[config.mk]
export PLATFORM = sky130hd
export DESIGN_NAME = sauria_cfg_reg2axil
export DESIGN_NICKNAME = d
export VERILOG_FILES = /design/src/rtl/sauria_demo_pkg.sv /design/src/rtl/sauria_cfg_reg2axil.sv
export SDC_FILE = /design/constraint.sdc
export NUM_CORES = 1
export LEC_CHECK = 0
export BUFFER_PORTS_ARGS = -buffer_cell sky130_fd_sc_hd__buf_4
export CAP_MARGIN = 20
export CORE_ASPECT_RATIO = 0.7
export CORE_UTILIZATION = 40
export DETAILED_ROUTE_END_ITERATION = 12
export PLACE_DENSITY = 0.71
export SYNTH_ARGS = -nofsm -noshare
export SYNTH_HDL_FRONTEND = slang
export SYNTH_SLANG_ARGS = --single-unit
[constraint.sdc]
create_clock -name clk_i -period 1.7 [get_ports clk_i]
set_input_delay 0.085 -clock clk_i [delete_from_list [all_inputs] [get_ports clk_i]]
set_output_delay 0.085 -clock clk_i [all_outputs]
set_load 0.03 [all_outputs]
[src/rtl/sauria_demo_pkg.sv]
// Shared types and constants for the SAURIA demo integration blocks.
// Holds the reg-to-AXI-Lite bridge state encoding and AXI response codes.
package sauria_demo_pkg;

   typedef enum logic [2:0] {
      StIdle,
      StWr,
      StWrResp,
      StRdAddr,
      StRdResp,
      StDone,
      StDrain
   } cfg_bridge_state_e;

   localparam logic [1:0] AXI_RESP_OKAY   = 2'b00;
   localparam logic [1:0] AXI_RESP_SLVERR = 2'b10;
   localparam logic [1:0] AXI_RESP_DECERR = 2'b11;

   // Read data returned to the CPU when the accelerator fails to answer in time.
   localparam logic [31:0] CFG_TIMEOUT_RDATA = 32'hDEAD_BEEF;

endpackage

[src/rtl/sauria_cfg_reg2axil.sv]
// Bridges single Cheshire reg-bus requests onto SAURIA's AXI4-Lite config port,
// one transaction at a time, with a timeout guard and post-timeout drain.
module sauria_cfg_reg2axil
   import sauria_demo_pkg::*;
#(
   parameter int unsigned           ADDR_WIDTH     = 32,
   parameter int unsigned           DATA_WIDTH     = 32,
   parameter logic [ADDR_WIDTH-1:0] BASE_ADDR      = '0,
   parameter int unsigned           TIMEOUT_CYCLES = 1024,
   localparam int unsigned          STRB           = DATA_WIDTH / 8
) (
   input  logic                  clk_i,
   input  logic                  rst_i,
   input  logic                  reg_valid_i,
   input  logic                  reg_write_i,
   input  logic [ADDR_WIDTH-1:0] reg_addr_i,
   input  logic [DATA_WIDTH-1:0] reg_wdata_i,
   input  logic [STRB-1:0]       reg_wstrb_i,
   output logic                  reg_ready_o,
   output logic [DATA_WIDTH-1:0] reg_rdata_o,
   output logic                  reg_error_o,
   output logic [ADDR_WIDTH-1:0] awaddr_o,
   output logic [2:0]            awprot_o,
   output logic                  awvalid_o,
   input  logic                  awready_i,
   output logic [DATA_WIDTH-1:0] wdata_o,
   output logic [STRB-1:0]       wstrb_o,
   output logic                  wvalid_o,
   input  logic                  wready_i,
   input  logic [1:0]            bresp_i,
   input  logic                  bvalid_i,
   output logic                  bready_o,
   output logic [ADDR_WIDTH-1:0] araddr_o,
   output logic [2:0]            arprot_o,
   output logic                  arvalid_o,
   input  logic                  arready_i,
   input  logic [DATA_WIDTH-1:0] rdata_i,
   input  logic [1:0]            rresp_i,
   input  logic                  rvalid_i,
   output logic                  rready_o,
   output logic                  busy_o
);

   localparam int unsigned CntW = (TIMEOUT_CYCLES > 0) ? $clog2(TIMEOUT_CYCLES + 1) : 1;
   localparam logic [CntW-1:0] CntLast =
      (TIMEOUT_CYCLES > 0) ? CntW'(TIMEOUT_CYCLES - 1) : '0;
   localparam bit TimeoutEn = (TIMEOUT_CYCLES > 0);

   cfg_bridge_state_e state_q, state_d;
   logic [CntW-1:0]       cnt_q, cnt_d;
   logic                  write_q, write_d;
   logic                  drain_q, drain_d;
   logic [ADDR_WIDTH-1:0] awaddr_q, awaddr_d, araddr_q, araddr_d;
   logic [DATA_WIDTH-1:0] wdata_q, wdata_d, reg_rdata_q, reg_rdata_d;
   logic [STRB-1:0]       wstrb_q, wstrb_d;
   logic                  awvalid_q, awvalid_d, wvalid_q, wvalid_d, arvalid_q, arvalid_d;
   logic                  bready_q, bready_d, rready_q, rready_d;
   logic                  reg_ready_q, reg_ready_d, reg_error_q, reg_error_d;
   logic                  busy_q, busy_d;

   logic                  aw_hs, w_hs, ar_hs;
   logic                  addr_borrow, addr_bad, timeout_hit, take_timeout;
   logic [ADDR_WIDTH-1:0] axi_addr;

   // The borrow out of the rebase subtraction flags addresses below BASE_ADDR.
   assign {addr_borrow, axi_addr} = {1'b0, reg_addr_i} - {1'b0, BASE_ADDR};
   assign addr_bad    = (reg_addr_i[1:0] != 2'b00) || addr_borrow;
   assign timeout_hit = TimeoutEn && (cnt_q >= CntLast);

   assign aw_hs = awvalid_q & awready_i;
   assign w_hs  = wvalid_q & wready_i;
   assign ar_hs = arvalid_q & arready_i;

   always_comb begin
      state_d      = state_q;
      cnt_d        = cnt_q;
      write_d      = write_q;
      drain_d      = drain_q;
      awaddr_d     = awaddr_q;
      araddr_d     = araddr_q;
      wdata_d      = wdata_q;
      wstrb_d      = wstrb_q;
      awvalid_d    = awvalid_q & ~aw_hs;
      wvalid_d     = wvalid_q & ~w_hs;
      arvalid_d    = arvalid_q & ~ar_hs;
      bready_d     = bready_q;
      rready_d     = rready_q;
      reg_rdata_d  = reg_rdata_q;
      reg_error_d  = reg_error_q;
      take_timeout = 1'b0;

      if (state_q inside {StWr, StWrResp, StRdAddr, StRdResp} && (cnt_q < CntLast)) begin
         cnt_d = cnt_q + 1'b1;
      end

      unique case (state_q)
         StIdle: begin
            if (reg_valid_i) begin
               write_d     = reg_write_i;
               drain_d     = 1'b0;
               cnt_d       = '0;
               reg_rdata_d = '0;
               reg_error_d = 1'b0;
               if (addr_bad) begin
                  state_d     = StDone;
                  reg_error_d = 1'b1;
               end else if (reg_write_i) begin
                  state_d   = StWr;
                  awaddr_d  = axi_addr;
                  wdata_d   = reg_wdata_i;
                  wstrb_d   = reg_wstrb_i;
                  awvalid_d = 1'b1;
                  wvalid_d  = 1'b1;
               end else begin
                  state_d   = StRdAddr;
                  araddr_d  = axi_addr;
                  arvalid_d = 1'b1;
               end
            end
         end
         StWr: begin
            if (!awvalid_d && !wvalid_d) begin
               state_d  = StWrResp;
               bready_d = 1'b1;
            end else if (timeout_hit) begin
               take_timeout = 1'b1;
            end
         end
         StWrResp: begin
            if (bvalid_i) begin
               state_d     = StDone;
               bready_d    = 1'b0;
               reg_error_d = (bresp_i != AXI_RESP_OKAY);
            end else if (timeout_hit) begin
               take_timeout = 1'b1;
            end
         end
         StRdAddr: begin
            if (ar_hs) begin
               state_d  = StRdResp;
               rready_d = 1'b1;
            end else if (timeout_hit) begin
               take_timeout = 1'b1;
            end
         end
         StRdResp: begin
            if (rvalid_i) begin
               state_d     = StDone;
               rready_d    = 1'b0;
               reg_rdata_d = rdata_i;
               reg_error_d = (rresp_i != AXI_RESP_OKAY);
            end else if (timeout_hit) begin
               take_timeout = 1'b1;
            end
         end
         StDone: begin
            if (drain_q) begin
               state_d  = StDrain;
               bready_d = write_q;
               rready_d = ~write_q;
            end else begin
               state_d = StIdle;
            end
         end
         StDrain: begin
            // Pending valids keep themselves up via the defaults; only the response ends the drain.
            if ((bready_q && bvalid_i) || (rready_q && rvalid_i)) begin
               state_d  = StIdle;
               bready_d = 1'b0;
               rready_d = 1'b0;
               drain_d  = 1'b0;
            end
         end
         default: state_d = StIdle;
      endcase

      if (take_timeout) begin
         state_d     = StDone;
         drain_d     = 1'b1;
         bready_d    = 1'b0;
         rready_d    = 1'b0;
         reg_error_d = 1'b1;
         reg_rdata_d = DATA_WIDTH'(CFG_TIMEOUT_RDATA);
      end

      reg_ready_d = (state_d == StDone);
      busy_d      = (state_d != StIdle);
   end

   always_ff @(posedge clk_i) begin
      if (rst_i) begin
         state_q     <= StIdle;
         cnt_q       <= '0;
         write_q     <= 1'b0;
         drain_q     <= 1'b0;
         awaddr_q    <= '0;
         araddr_q    <= '0;
         wdata_q     <= '0;
         wstrb_q     <= '0;
         awvalid_q   <= 1'b0;
         wvalid_q    <= 1'b0;
         arvalid_q   <= 1'b0;
         bready_q    <= 1'b0;
         rready_q    <= 1'b0;
         reg_ready_q <= 1'b0;
         reg_rdata_q <= '0;
         reg_error_q <= 1'b0;
         busy_q      <= 1'b0;
      end else begin
         state_q     <= state_d;
         cnt_q       <= cnt_d;
         write_q     <= write_d;
         drain_q     <= drain_d;
         awaddr_q    <= awaddr_d;
         araddr_q    <= araddr_d;
         wdata_q     <= wdata_d;
         wstrb_q     <= wstrb_d;
         awvalid_q   <= awvalid_d;
         wvalid_q    <= wvalid_d;
         arvalid_q   <= arvalid_d;
         bready_q    <= bready_d;
         rready_q    <= rready_d;
         reg_ready_q <= reg_ready_d;
         reg_rdata_q <= reg_rdata_d;
         reg_error_q <= reg_error_d;
         busy_q      <= busy_d;
      end
   end

   assign reg_ready_o = reg_ready_q;
   assign reg_rdata_o = reg_rdata_q;
   assign reg_error_o = reg_error_q;
   assign awaddr_o    = awaddr_q;
   assign awprot_o    = 3'b000;
   assign awvalid_o   = awvalid_q;
   assign wdata_o     = wdata_q;
   assign wstrb_o     = wstrb_q;
   assign wvalid_o    = wvalid_q;
   assign bready_o    = bready_q;
   assign araddr_o    = araddr_q;
   assign arprot_o    = 3'b000;
   assign arvalid_o   = arvalid_q;
   assign rready_o    = rready_q;
   assign busy_o      = busy_q;

endmodule

# After elaboration in Yosys (flattened, before gate mapping)
# Index checks and enable logic that the tools add are counted.
[totals]
reg_bits = 156
word_cells = 134
in_bits = 113
out_inout_bits = 146
[classes]
eq_ne = 18
add_sub_neg = 1
mux = 54
reduce_logical = 29
bitwise_logic = 12
magnitude_cmp = 2
[ops]
columns = ["operator", "n"]
rows = [
  ["$mux W32", 3],
  ["$pmux W32 S2", 1],
  ["$mux W11", 3],
  ["$mux W1", 31],
  ["$mux W3", 9],
  ["$pmux W3 S7", 1],
  ["$reduce_bool A4 Y1", 4],
  ["$eq A3 B3 Y1 const B", 4],
  ["$ne A2 B2 Y1 const B", 6],
  ["$ne A3 B3 Y1 const B", 4],
  ["$pmux W1 S4", 3],
  ["$reduce_and A4 Y1", 3],
  ["$add A11 B1 Y11 const B", 1],
  ["$ge A11 B10 Y1 const B", 1],
  ["$lt A11 B10 Y1 const B", 1],
  ["$reduce_and A5 Y1", 2],
  ["$reduce_and A3 Y1", 3],
  ["$reduce_bool A3 Y1", 3],
  ["$reduce_bool A2 Y1", 4],
  ["$and A1 B1 Y1", 6],
  ["$eq A3 B2 Y1 const B", 2],
  ["$not A1 Y1", 6],
  ["$logic_and A1 B1 Y1", 4],
  ["$eq A3 B1 Y1 const B", 1],
  ["other kinds (9)", 10],
]

# Longest topological paths before layout
# Gate-level depths: netlist (run 1).
[depth]
word_depth = 9
mapped_depth = 8
ltp_nobuf = 6

# Least setup slack after synthesis (run 1)
# Ideal clock, no wire load.
[synth_timing]
path_kind = "reg-to-reg"
start = "register wvalid_q, in the netlist wvalid_o"
end = "register state_q[1]"
stages_incl_launch_ff = 8
t_required_ns = 1.583
period_less_slack_ns = 1.740
arrival_ns = 1.623
setup_time_ns = 0.117
n_path_buf = 2
path_slack_ns = -0.040
path_cell_list = "dfxtp_1 -> nor2b_1 -> o311ai_1 -> a222oi_1 -> buf_4 -> or2_1 -> buf_4 -> nor2_1"
[synth_via]
elab_chain_len = 8
word_cells_on_any_way = 10
classes_between = "5 x mux; 3 x bitwise; 2 x reduce/logical"
[synth_lines]
columns = ["item", "line", "source"]
rows = [
  ["from (decl)", "sauria_cfg_reg2axil.sv:56", "logic awvalid_q, awvalid_d, wvalid_q, wvalid_d, arvalid_q, arvalid_d;"],
  ["from (signal assigned)", "sauria_cfg_reg2axil.sv:219", "wvalid_q <= wvalid_d;"],
  ["$and A1 B1 Y1", "sauria_cfg_reg2axil.sv:71", "assign w_hs = wvalid_q & wready_i;"],
  ["$not A1 Y1", "sauria_cfg_reg2axil.sv:84", "wvalid_d = wvalid_q & ~w_hs;"],
  ["$and A1 B1 Y1 (*)", "sauria_cfg_reg2axil.sv:84", ""],
  ["$logic_not A1 Y1 (*)", "sauria_cfg_reg2axil.sv:122", "if (!awvalid_d && !wvalid_d) begin"],
  ["$logic_and A1 B1 Y1 (*)", "sauria_cfg_reg2axil.sv:122", ""],
  ["$mux W3 / $mux W1 (equally long branches)", "sauria_cfg_reg2axil.sv:122", ""],
  ["$pmux W3 S7 / $pmux W1 S4 (equally long branches)", "sauria_cfg_reg2axil.sv:96", "unique case (state_q)"],
  ["$mux W3 (*)", "sauria_cfg_reg2axil.sv:177", "if (take_timeout) begin"],
  ["to (signal assigned)", "sauria_cfg_reg2axil.sv:192", "state_q <= StIdle;"],
  ["to (signal assigned)", "sauria_cfg_reg2axil.sv:210", "state_q <= state_d;"],
  ["to (decl)", "sauria_cfg_reg2axil.sv:49", "cfg_bridge_state_e state_q, state_d;"],
]
# Mark *: on every way between the ends. The rest lies on a longest branch, timed or not.
# A chain may end at the register's enable or synchronous reset.

# Worst setup path after layout (run 1)
[layout_timing]
start = "register state_q[1]"
end = "register reg_rdata_q[3], in the netlist reg_rdata_o[3]"
[layout_via]
elab_chain_len = 4
word_cells_on_any_way = 12
classes_between = "6 x eq/ne; 3 x mux; 3 x reduce/logical"
[layout_lines]
columns = ["item", "line", "source"]
rows = [
  ["$eq A3 B3 Y1 (tied with other cells)", "sauria_cfg_reg2axil.sv:96", ""],
  ["$pmux W1 S4", "sauria_cfg_reg2axil.sv:96", ""],
  ["$ne A3 B3 Y1 (no source line) / $reduce_bool A3 Y1 (equally long branches)", "-", ""],
  ["$reduce_and A3 Y1 (no source line)", "-", ""],
  ["to (signal assigned)", "sauria_cfg_reg2axil.sv:224", "reg_rdata_q <= reg_rdata_d;"],
  ["to (decl)", "sauria_cfg_reg2axil.sv:54", "logic [DATA_WIDTH-1:0] wdata_q, wdata_d, reg_rdata_q, reg_rdata_d;"],
]
# Parallel ways exist; a longest one is shown, timed or not.

==> run_results.csv, run 1 <==
group,metric,value,unit
synth,seq_area_frac_synth,51.08,%
layout,fillerInstances,1049,
flow_run,timing.max_cap.violations,0,
placement,io_buffer_count,252,
timing,skew,0.01365,ns
setup_path,startpoint,"state_q[1]",
synth,yosysWarningCount,0,
setup_path,cp_top_family,"buffers and inverters",
clocking,cts_root_buf,"clkbuf_16",
clocking,clockBufferDepth,2,
floorplan,dieHeight,105.4,um
pwr,p_leak,0.004484,uW
layout,syn_to_final_growth,79.02,%
setup_path,cp_num_buf_inv,3,
global_routing,grt_max_degree,85,
setup_path,crit_path_end_kind,"register",
setup_path,cpMostUsedCell,"nor3_1",
setup_path,crit_fanout,13,
synth,yosysTopAreaCell,"dfxtp_1",
synth,yosys.cell_types.count,52,
layout,drive_gt1_share,42.16,%
synth,yosysTopAreaCellShare,51.08,%
placement,place_congestion,0.8518,
timing,max_freq,534.5,MHz
pwr,ir_worst_vdd,824.9,uV
layout,utilization,73.88,%
detailed_routing,ant_nets,0,
floorplan,dieWidth,149.8,um
detailed_routing,drc,0,
floorplan,rows,37,
timing,rsz0062_at_grt,"true",
synth,ys_ff_latch,156,
clocking,h-tree-depth,4,
detailed_routing,wl_per_cell,16.15,um
floorplan,coreArea,14810,sq um
setup_path,required,2.02,ns
synth,synth_area,6113,sq um
run_status,violations,"setup timing",
min_path,hold_class,"in -> reg",
min_path,hp-start,"rst_i",
clocking,cts_buffers,17,
run_status,status,"finished with violations",
synth,synth_most_common_cell,"nand2_1",
timing,period_minus_slack,1.871,ns
global_routing,antenna_found_initial,0,
setup_path,cp_slowest_cell,"a222oi_1",
synth,synth_ff_type,"dfxtp_1",
setup_path,r2r_start,"state_q[1]",
timing,setup_violations,98,
synth,async_flop_share,0,%
timing,setup_ws,-0.1709,ns
layout,n_antenna_cell,0,
synth,synth_edf_count,0,
detailed_routing,wl,21.80,mm
setup_path,cp.arrival,2.19,ns
detailed_routing,vias,6789,
synth,avgSynthCellArea,8.173,sq um
clocking,cts.sink_count,156,
layout,fin_cells,1350,
timing,hold_viol_final,0,
layout,nets,1257,
detailed_routing,dr.pass1.iters,5,
setup_path,cp-start-kind,"register",
setup_path,crit_path_cell_trace,"buf_6 -> nor3b_2 -> o21ai_1 -> a222oi_1 -> buf_4 -> buf_12 -> nor3_1 -> nor3_1",
layout,multi_input_area,3060,sq um
floorplan,die_area,15790,sq um
floorplan,initial_utilization,41.27,%
global_routing,grt_pass1_vias,6329,
global_routing,grt.total_usage,24.60,%
timing,fin_crit_sh,110.1,%
timing,slew_viol_final,0,
synth,syn_inst,748,
detailed_routing,drtIter0Drc,367,
detailed_routing,routed_via_density,5.029,
clocking,clkSlewWorstSetupHoldPaths,0.06,ns
global_routing,grt-ovfl-total,0,
setup_path,crit_type,"reg -> reg",
placement,dp_hpwl,12.58,mm
synth,synth.area.top_cells,"dfxtp_1, nand2_1, a21oi_1, nor3_2, nor3_1",
floorplan,io-pin-count,259,
synth,synth_common_cells,"nand2_1, dfxtp_1, a21oi_1",
pwr,powerDensity,1014,nW/um^2
clocking,clk_latency,0.41,ns
global_routing,grt_pass1_wl,31.18,mm
layout,seqCellArea,3137,sq um
timing,timing.hold.ws,0.1054,ns
setup_path,max_stage_delay,0.39,ns
placement,dp_cells,1197,
clocking,cts_tree,"yes",
sequential cells by signal, indices dropped and copies added, names as in the netlist, 3 cells and up:
signal and count:
cnt_q 11, reg_rdata_o 32, araddr_o 32, awaddr_o 32, wstrb_o 4, wdata_o 32, state_q 3
worst paths after layout:
kind                    end  cells past startpoint  slack [ns]
max          reg_rdata_o[3]                      8       -0.17
max reg2reg  reg_rdata_o[3]                      8       -0.17
min                 write_q                      2        0.11
min reg2reg     araddr_o[4]                      2        0.45
metal layers:
layer  global-route usage [%]  up-vias  part of all wire (%)
li1                         -     3299                     -
met1                    30.91     3200                    42
met2                    40.77      262                    48
met3                    7.403       28                   8.3
met4                    6.494        0                   1.4
met5                        0        -                     0
layout by cell type, fill, tap and decap left out, types with 3 or more instances in the layout:
cell,n
a21oi_1,99
a21oi_2,40
buf_12,14
buf_4,299
buf_6,8
buf_8,5
bufinv_16,3
clkbuf_16,25
clkinv_2,3
conb_1,6
dfxtp_1,149
dfxtp_2,5
dlygate4sd3_1,100
inv_1,4
inv_6,4
nand2_1,190
nand2_2,20
nand2b_1,4
nand3_1,15
nor2_1,23
nor2_2,3
nor3_1,26
nor3_2,24
nor3_4,7
nor3b_1,4
o21ai_0,8
xnor2_1,8
cells by family (layout without fill, tap and decap cells):
family | after synthesis | count (layout) | synth area share, %
other | 1 | 6 | 0.06134
flip-flops | 156 | 156 | 51.08
adder cells (fa/ha/maj) | 1 | 1 | 0.2046
buffers and inverters | 69 | 470 | 5.833
AO/OA/AOI/OAI | 169 | 169 | 14.86
XOR/XNOR | 8 | 8 | 1.146
multiplexers | 3 | 3 | 0.5117
AND/OR/NAND/NOR | 341 | 342 | 26.30
worst reg2reg max path, cell delays in order (launching register included):
cell,delay [ns]
dfxtp_4,0.37
buf_6,0.12
nor3b_2,0.18
o21ai_1,0.11
a222oi_1,0.39
buf_4,0.25
buf_12,0.15
nor3_1,0.06
nor3_1,0.16
stage by stage:
stage	setup WS, ns	area [sq um]	total power, uW	setup TNS [ns]
CTS	-0.07945	10280	10830	-2.080
floorplan	0.01927	6135	5674	0
detailed placement	-0.1675	8552	6711	-7.692
global placement	-0.1024	8552	6684	-4.119
finish	-0.1709	10940	11100	-7.652
global route	-0.2596	10940	11550	-18.07
layout make-up:
type                       instances  area share [%]
multi-input combinational        529           27.96
timing repair buffer             434           35.56
tap                              195           2.229
sequential                       156           28.66
clock buffer                      18           3.921
inverter                           5          0.1715
clock inverter                    13           1.498
timing repair:
action,in CTS,in global routing
endpoints found under the hold margin,130,0
gates cloned,1,11
buffers inserted,1,11
resized for setup,37,89
endpoints found under the setup margin,130,142
pin swaps,9,44
hold buffers,100,0
where the power goes:
part	switching (uW)	leakage (uW)	total, uW	internal, uW
sequential	174	0.00127	4090	3920
clock	1560	0.000287	3880	2320
combinational	1720	0.00293	3130	1410
total	3450	0.00448	11100	7650
(Power assumes the default switching activity.)
==> run 2: changes to the inputs <==
- RECOVER_POWER: unset -> 100
==> run 2 against run 1 <==
The run still ends with setup timing left. Register-to-register slack got worse by 0.03 ns. Sequential share of layout area increased by 1.5 points. Clock power is essentially flat.
==> run_results.csv, run 2 (synthesized netlist as in run 1, its figures left out) <==
group,metric,value,unit
timing,timing.hold.ws,0.1003,ns
floorplan,io-pin-count,259,
placement,io_buffer_count,252,
detailed_routing,drtIter0Drc,429,
layout,utilization,70.30,%
min_path,holdPathEnd,"write_q",
layout,drive_gt1_share,29.96,%
floorplan,dieWidth,149.8,um
placement,placed_area,8552,sq um
floorplan,dieHeight,105.4,um
layout,n_antenna_cell,0,
setup_path,crit_path_end_kind,"register",
detailed_routing,routed_via_density,5.027,
timing,setup_ws,-0.2052,ns
timing,max_freq,524.9,MHz
floorplan,rows,37,
clocking,clk_latency,0.41,ns
setup_path,cp-start-kind,"register",
global_routing,grt_pass1_wl,31.18,mm
detailed_routing,wl,21.86,mm
pwr,p_leak,0.003889,uW
run_status,status,"finished with violations",
floorplan,coreArea,14810,sq um
pwr,ir_worst_vdd,829.0,uV
run_status,violations,"setup timing",
placement,dp_hpwl,12.58,mm
global_routing,grt_pass1_vias,6329,
timing,period_minus_slack,1.905,ns
clocking,cts.sink_count,156,
global_routing,grt-ovfl-total,0,
timing,tns,-14.80,ns
clocking,cts_buffers,17,
detailed_routing,wl_per_cell,16.19,um
setup_path,r2r_slack,-0.21,ns
setup_path,reg2reg_depth,8,
timing,skew,0.01313,ns
setup_path,cp.arrival,2.23,ns
layout,final_cell_mix,"nand2_1, buf_4, dfxtp_1",
pwr,powerDensity,1047,nW/um^2
setup_path,crit_fanout,13,
global_routing,grt_max_degree,85,
min_path,hp-start,"rst_i",
floorplan,initial_utilization,41.27,%
setup_path,max_stage_delay,0.41,ns
clocking,h-tree-depth,4,
layout,multi_input_area,3060,sq um
timing,hold_viol_final,0,
layout,fillerInstances,1223,
min_path,hold_class,"in -> reg",
clocking,clkSlewWorstSetupHoldPaths,0.06,ns
layout,nets,1257,
detailed_routing,dr.pass1.iters,5,
timing,setup_violations,142,
setup_path,r2r_start,"state_q[1]",
detailed_routing,vias,6787,
setup_path,cp_slowest_cell,"a222oi_1",
global_routing,grt.total_usage,24.60,%
flow_run,timing.max_cap.violations,0,
layout,seqCellArea,3137,sq um
timing,fin_crit_sh,112.1,%
setup_path,crit_path_cell_trace,"buf_6 -> nor3b_2 -> o21ai_1 -> a222oi_1 -> buf_4 -> buf_12 -> nor3_1 -> nor3_1",
clocking,clockBufferDepth,2,
setup_path,cpMostUsedCell,"nor3_1",
timing,rsz0062_at_grt,"true",
detailed_routing,drc,0,
global_routing,antenna_found_initial,0,
floorplan,die_area,15790,sq um
detailed_routing,ant_nets,0,
clocking,cts_root_buf,"clkbuf_16",
layout,final_common_cell,"nand2_1",
min_path,holdPathStages,2,
setup_path,required,2.02,ns
timing,slew_viol_final,0,
setup_path,reg2reg_to,"reg_rdata_o[3]",
placement,dpl_worst_slack,-0.1675,ns
setup_path,crit_type,"reg -> reg",
layout,syn_to_final_growth,70.36,%
clocking,cts_tree,"yes",
placement,place_congestion,0.8518,
layout,fin_area,10420,sq um
run 2: cell count changes in the layout (fill, tap and decap cells not counted), sizes merged:
cell    previous run  this run
buf              326       184
clkbuf            26       168
run 2: final cells by class:
cell class              instances  area share (%)
repair buffers                434           32.28
multi-input cells             529           29.38
flip-flops and latches        156           30.12
well taps                     195           2.343
clock inverters                13           1.574
clock buffers                  18           4.121
inverters                       5          0.1802
run 2: worst max-delay path by stage:
stage | from | to | cells past startpoint
3_3_place_gp | state_q[1] | reg_rdata_o[20] | 8
2_1_floorplan | state_q[0] | araddr_o[22] | 8
3_5_place_dp | state_q[1] | reg_rdata_o[0] | 8
6_report | state_q[1] | reg_rdata_o[3] | 8
5_1_grt | state_q[1] | reg_rdata_o[9] | 8
4_1_cts | state_q[2] | reg_rdata_o[3] | 8
run 2: layer usage:
layer	vias up	track usage, %	routed length [um]
met3	32	7.403	1840
met1	3193	30.91	9282
met4	0	6.494	329
met2	270	40.77	10410
li1	3292	-	-
met5	-	0	0
run 2: critical path, delay by kind of cell, from the launching register on:
family	cells	cell delay [ns]
and+or+nand+nor	3	0.40
buffers and inverters	3	0.53
DFF	1	0.37
AOI/OAI and AO/OA	2	0.52
run 2: stage by stage:
stage / cells / total power [uW]
2_1_floorplan: 753 / 5674
3_3_place_gp: 1197 / 6684
3_5_place_dp: 1197 / 6711
4_1_cts: 1330 / 10830
5_1_grt: 1350 / 11350
6_report: 1350 / 10910
run 2: what timing repair did:
action | in CTS | in global routing
hold endpoints to repair | 130 | 0
gates cloned | 1 | 11
setup buffers | 1 | 11
setup endpoints to repair | 130 | 142
hold buffers | 100 | 0
resized for setup | 37 | 89
pin swaps | 9 | 44
run 2: where the power goes:
group	internal, uW	leakage [uW]	total (uW)	switching [uW]
combinational	1220	0.00233	2950	1720
clock	2320	0.000287	3870	1550
sequential	3920	0.00127	4090	170
total	7460	0.00389	10900	3450
